==> config.mk <==
export PLATFORM = sky130hd
export DESIGN_NAME = pst_wb
export DESIGN_NICKNAME = d
export VERILOG_FILES = /design/src/rtl/pst_wb.sv
export SDC_FILE = /design/constraint.sdc
export NUM_CORES = 1
export LEC_CHECK = 0
export CAP_MARGIN = 20
export CORE_MARGIN = 5
export CORE_UTILIZATION = 43
export CTS_BUF_LIST = sky130_fd_sc_hd__clkbuf_16
export CTS_CLUSTER_DIAMETER = 150
export CTS_CLUSTER_SIZE = 14
export DETAILED_ROUTE_END_ITERATION = 10
export HOLD_SLACK_MARGIN = 0.03
export PLACE_DENSITY = 0.81
export REMOVE_ABC_BUFFERS = 1
export SETUP_SLACK_MARGIN = 0.2
export SLEW_MARGIN = 40
export SYNTH_ARGS = -nofsm -noshare
export SYNTH_HDL_FRONTEND = slang
export SYNTH_SLANG_ARGS = --single-unit
==> constraint.sdc <==
create_clock -name clk -period 2.1 [get_ports clk]
set_input_delay 0.525 -clock clk [delete_from_list [all_inputs] [get_ports clk]]
set_output_delay 0.525 -clock clk [all_outputs]
set_load 0.01 [all_outputs]
==> src/rtl/pst_wb.sv <==
// Write-back stage: MEM/WB register, register-file write port, syscall retire (display latch, sticky exit halt).
// Optional macro WB_RETIRE_CNT_EN enables the 32-bit retired-instruction counter; otherwise cnt_retired is tied to 0.
module pst_wb #(
  parameter logic [31:0] SYSCALL_EXIT = 32'd10
) (
  input  logic        clk,
  input  logic        rst_n,
  input  logic        en,
  input  logic        mem_valid,
  input  logic        mem_ctl_rf_we,
  input  logic [4:0]  mem_val_rf_req_w,
  input  logic        mem_sel_rf_w_pc_4,
  input  logic        mem_sel_rf_w_dm,
  input  logic [31:0] mem_pc_4,
  input  logic [31:0] mem_alu_data,
  input  logic [31:0] mem_dm_data,
  input  logic        mem_syscall_en,
  input  logic [31:0] mem_rf_data_a,
  input  logic [31:0] mem_rf_data_b,
  output logic        ctl_rf_we,
  output logic [4:0]  val_rf_req_w,
  output logic [31:0] val_rf_data_w,
  output logic        halt,
  output logic [31:0] disp_data,
  output logic [31:0] cnt_retired
);

  typedef enum logic {RUN, HALT} state_t;

  state_t      state;
  logic        vld_p0;
  logic        we_p0;
  logic        sys_p0;
  logic [4:0]  req_p0;
  logic [31:0] wdata_p0;
  logic [31:0] v0_p0;
  logic [31:0] a0_p0;
  logic        retire;
  logic        exit_ret;

  // PC+4 wins over the data-memory read, which wins over the ALU result.
  function automatic logic [31:0] sel_wdata(input logic sel_pc_4, input logic sel_dm,
                                            input logic [31:0] pc_4, input logic [31:0] dm,
                                            input logic [31:0] alu);
    if (sel_pc_4)    return pc_4;
    else if (sel_dm) return dm;
    else             return alu;
  endfunction

  assign retire   = (state == RUN) && en;
  assign exit_ret = vld_p0 && sys_p0 && (v0_p0 == SYSCALL_EXIT);

  // MEM -> WB boundary
  always_ff @(posedge clk or negedge rst_n) begin
    if (!rst_n) begin
      state     <= RUN;
      vld_p0    <= 1'b0;
      we_p0     <= 1'b0;
      sys_p0    <= 1'b0;
      req_p0    <= '0;
      wdata_p0  <= '0;
      v0_p0     <= '0;
      a0_p0     <= '0;
      disp_data <= '0;
    end else begin
      case (state)
        RUN: begin
          if (en) begin
            if (exit_ret) begin
              // The exit syscall squashes whatever follows it.
              state    <= HALT;
              vld_p0   <= 1'b0;
              we_p0    <= 1'b0;
              sys_p0   <= 1'b0;
              req_p0   <= '0;
              wdata_p0 <= '0;
              v0_p0    <= '0;
              a0_p0    <= '0;
            end else begin
              if (vld_p0 && sys_p0) disp_data <= a0_p0;
              vld_p0   <= mem_valid;
              we_p0    <= mem_valid && mem_ctl_rf_we && (mem_val_rf_req_w != 5'd0);
              sys_p0   <= mem_syscall_en;
              req_p0   <= mem_val_rf_req_w;
              wdata_p0 <= sel_wdata(mem_sel_rf_w_pc_4, mem_sel_rf_w_dm,
                                    mem_pc_4, mem_dm_data, mem_alu_data);
              v0_p0    <= mem_rf_data_a;
              a0_p0    <= mem_rf_data_b;
            end
          end
        end
        HALT: begin
          state <= HALT;
        end
      endcase
    end
  end

`ifdef WB_RETIRE_CNT_EN
  logic [31:0] cnt_p0;

  always_ff @(posedge clk or negedge rst_n) begin
    if (!rst_n)                cnt_p0 <= '0;
    else if (retire && vld_p0) cnt_p0 <= cnt_p0 + 32'd1;
  end

  assign cnt_retired = cnt_p0;
`else
  assign cnt_retired = '0;
`endif

  assign ctl_rf_we     = vld_p0 && we_p0;
  assign val_rf_req_w  = req_p0;
  assign val_rf_data_w = wdata_p0;
  assign halt          = (state == HALT);

endmodule

* Word level (Yosys, flattened, before mapping)
Index checks and enable logic that the tools add are counted.
W data, S select, Z words.
** Storage, ports and cells
- Bits of input ports :: 173
- Register bits :: 137
- Word-level logic and storage cells :: 32
** Operators by class
- Bitwise operators :: 2
- Equality and inequality tests :: 1
- Muxes and demuxes :: 12
- Reductions and logical operators :: 8
** Operators by type and width (number)
- $mux W32 :: 5
- $eq A32 B4 Y1 const B :: 1
- $logic_and A1 B1 Y1 :: 5
- $mux W1 :: 5
- $mux W5 :: 1
- $reduce_bool A5 Y1 :: 1
- $reduce_and A4 Y1 :: 1
- $not A1 Y1 :: 2
- $pmux W1 S2 :: 1
- $reduce_and A2 Y1 :: 1

* Depth between registers and ports, before layout
- Depth in word-level cells :: 5
- Gate-level depth with buffers :: 6
- Mapped depth without buffers :: 4

* Least setup slack after synthesis
OpenSTA, ideal clock, no wires.
- Path type :: reg-to-reg
- Start :: register v0_p0[18]
- End :: register disp_data[0]
- Clock period less this slack :: 1.820 ns
- Setup slack :: 0.280 ns
- Cell stages (with the launch flop) :: 6
- Library setup time :: 0.125 ns
- Arrival time :: 1.695 ns
- Buffers on the path :: 1
- Cells stage by stage :: dfrtp_1 -> nor4_4 -> nand4_4 -> o2111ai_4 -> buf_12 -> mux2_4
** On the way
- Cells in the longest elaborated chain, start to end :: 4
** Ends and longest elaborated chain
- from (decl) :: line 36 : logic [31:0] v0_p0;
- from (signal assigned) :: line 87 : v0_p0 <= mem_rf_data_a;
- $eq A32 B4 Y1 :: line 51 : assign exit_ret = vld_p0 && sys_p0 && (v0_p0 == SYSCALL_EXIT);
- $logic_and A1 B1 Y1 :: line 51
- $not A1 Y1 (no line)
- $reduce_and A4 Y1 (no line)
- to (signal assigned) :: line 80 : if (vld_p0 && sys_p0) disp_data <= a0_p0;
- to (decl) :: line 24 : output logic [31:0] disp_data,
Every way passes these cells.
A chain may end at the register's enable or synchronous reset.

* Final worst setup path
- Start :: register v0_p0[26]
- End :: register disp_data[20]
The elaborated chain is that of the path after synthesis.

==> impl_results.md <==
- Reg2reg end: disp_data[20]$_DFFE_PN0P_
- Number of buffers added on ports: 243
- Worst Path Buf+Inv: 2
- Fill cells: 1,140
- Fin crit period: 1.94 ns
- Endpoint type of the worst setup path: register
- Seq/Total Area, Yosys: 0.526
- Required time of the critical path: 2.40 ns
- Final hold vios: 0
- Post-Syn Area: 0.00652 mm²
- WL per Instance: 17.2 µm
- Max-Cap Viols: 0
- Most frequent cells in the layout: clkdlybuf4s50_1, nand2_1, dfrtp_1
- R2R Path Start: v0_p0[26]$_DFFE_PN0P_
- CTS Buf Count: 17
- Max clock buf depth: 2
- Root Buffer: clkbuf_16
- First-pass GRT wire length: 28.3 mm
- Share of cells above drive strength 1: 0.128
- Die width: 133 µm
- Cells after synthesis: 644
- Setup TNS Final: 0 ns
- CP peak stage delay: 0.40 ns
- Die area: 0.0177 mm²
- Routed wire length: 18.8 mm
- PwrDens: 801 mW/mm²
- TritonRoute pass-1 iters: 5
- Vias in the first global route: 5,480
- YS warnings: 0
- Synth cell types: 28
- Crit-path cells: nor4_4 -> nand4_4 -> o2111ai_4 -> buf_6 -> clkbuf_16 -> mux2_4
- Antenna viol nets, final: 0
- Number of flops mapped to enable cells by yosys: 0
- Ports: 276
- Via count: 5,437
- Fin cells: 1,097
- GRT Util Overall: 0.201
- Highest Clock Rate: 0.516 GHz
- Most used DFF post-synth: dfrtp_1
- CP max FO: 4
- Peak supply drop: 0.000540 V
- Sink Count: 137
- Layout Area Growth over Synthesis: 53.5%
- Status: finished, final reports clean
- Share of the synthesized area in the top cell type: 0.526
- Synth async-reset ratio: 1.00
- Crit-path leading delay family: simple AND/OR/NAND/NOR gates
- Detailed-placement wirelength estimate: 13.3 mm
- Via density: 4.96
- Dpl cells: 1,049
- Setup violations, final: 0
- Largest net degree at the start of global routing: 65
- CTS tree: yes
- Commonest non-fill, non-tap cell in the layout: clkdlybuf4s50_1
- Setup Crit Path Kind: reg2reg
- Initial DRC count: 237
- Drt drc: 0
- H-tree levels: 4
- Clk_skew: 0.00851 ns
- Top post-synthesis cells by area: dfrtp_1, nand2_1, mux2_4, mux2i_1, o21ai_0
- Die Span Y: 133 µm
- LEAKAGE: 4.62 nW
- Period utilization: 0.923
- Nets: 1,069
- Core ar.: 0.0150 mm²
- Later-pin clock latency in the skew report: 0.41 ns
- Area leader, netlist: dfrtp_1
- Grt total ovfl: 0
- Placer Congestion: 0.761
- Reg-to-reg slack, setup: 0.16 ns
- Pins Over Slew Limit: 0
- WP data arrival: 2.24 ns
- Initial Utilization: 0.434
- Rows: 45
- Clock slew seen by the registers of the worst setup and hold paths: 0.06 ns
- Worst Hold Slack: 0.0558 ns
- Unrepaired setup endpoints after global routing: yes
- Syn_area_per_cell: 10.1 µm²
- Initial antenna violation count: 1
- Startpoint Class: register
- Critical-path top delay cell: dfrtp_1
- Register-to-Register Path Depth: 6
- Register bit count reported by yosys: 137
- Hold Path Class: in2async
- N_diodes: 0
==> state kept, by name, indices dropped and copies added (netlist names) <==
signal and cells:
disp_data 32, v0_p0 32, sys_p0 1, halt 1
val_rf_req_w 5, val_rf_data_w 32, a0_p0 32, vld_p0 1
we_p0 1
==> Yosys cell counts, drive strengths merged (2+ instances only) <==
master	n
nand4	2
o21ai	72
a21oi	32
mux2i	32
mux2	32
nand2	176
nor4b	2
dfrtp	137
nor2	32
nor4	6
clkbuf	27
buf	53
o31ai	33
==> what timing repair did <==
action	in CTS	in global routing
endpoints found under the setup margin	39	145
buffers inserted	4	4
hold buffers	0	0
gates cloned	2	6
gates resized for setup	18	15
pin swaps	4	5
==> where the power goes <==
group          total [mW]  switching [mW]  internal [mW]  leakage (nW)
clock network        2.84            1.11           1.72         0.270
registers            3.28           0.255           3.03          1.68
logic                1.90           0.717           1.18          2.67
total                8.01            2.09           5.93          4.62
==> layer usage <==
layer  vias to the layer above  track usage  wire length, µm
li1                       2634            -                -
met1                      2551        0.230             7200
met2                       218        0.355             9920
met3                        34       0.0570             1270
met4                         0       0.0823              457
met5                         -            0                0
==> per-stage QoR <==
| stage | instance area [µm²] | setup WS [ns] | power, mW | util |
|---|---|---|---|---|
| 2_1_floorplan | 6140 | -2.62 | 4.03 | - |
| 3_3_place_gp | 9110 | 0.0147 | 5.14 | 0.606 |
| 3_5_place_dp | 9110 | -0.0479 | 5.20 | 0.606 |
| 4_1_cts | 9800 | 0.113 | 8.08 | 0.652 |
| 5_1_grt | 10000 | 0.0939 | 8.36 | 0.666 |
| 6_report | 10000 | 0.161 | 8.01 | 0.666 |
==> worst max path at each step <==
stage | slack [ns] | startpoint | to | cells past startpoint
after floorplan | -2.62 | en | disp_data[0]$_DFFE_PN0P_ | 3
after global placement | 0.01 | en | a0_p0[0]$_DFFE_PN0P_ | 6
after detailed placement | -0.05 | en | a0_p0[31]$_DFFE_PN0P_ | 6
after CTS | 0.11 | v0_p0[31]$_DFFE_PN0P_ | disp_data[17]$_DFFE_PN0P_ | 6
after global routing | 0.09 | v0_p0[26]$_DFFE_PN0P_ | disp_data[21]$_DFFE_PN0P_ | 6
final | 0.16 | v0_p0[26]$_DFFE_PN0P_ | disp_data[20]$_DFFE_PN0P_ | 6
==> cell families (layout without fill, tap and decap cells) <==
logic type / Yosys count / count (layout) / synth area share
mux: 64 / 64 / 0.122
buf+inv: 80 / 314 / 0.0760
flops: 137 / 137 / 0.526
other cells: 1 / 32 / 0.000575
compound gates: 139 / 139 / 0.123
simple gates: 223 / 223 / 0.153
==> area by class of cell <==
| type | count | area (µm²) | share of cell area |
|---|---|---|---|
| sequential | 137 | 3430 | 0.343 |
| timing repair buffer | 282 | 3030 | 0.303 |
| multi-input combinational | 458 | 2750 | 0.275 |
| clock buffer | 17 | 425 | 0.0425 |
| tap | 188 | 235 | 0.0235 |
| clock inverter | 15 | 136 | 0.0136 |
Note: power is estimated with default switching activity, not from simulation.
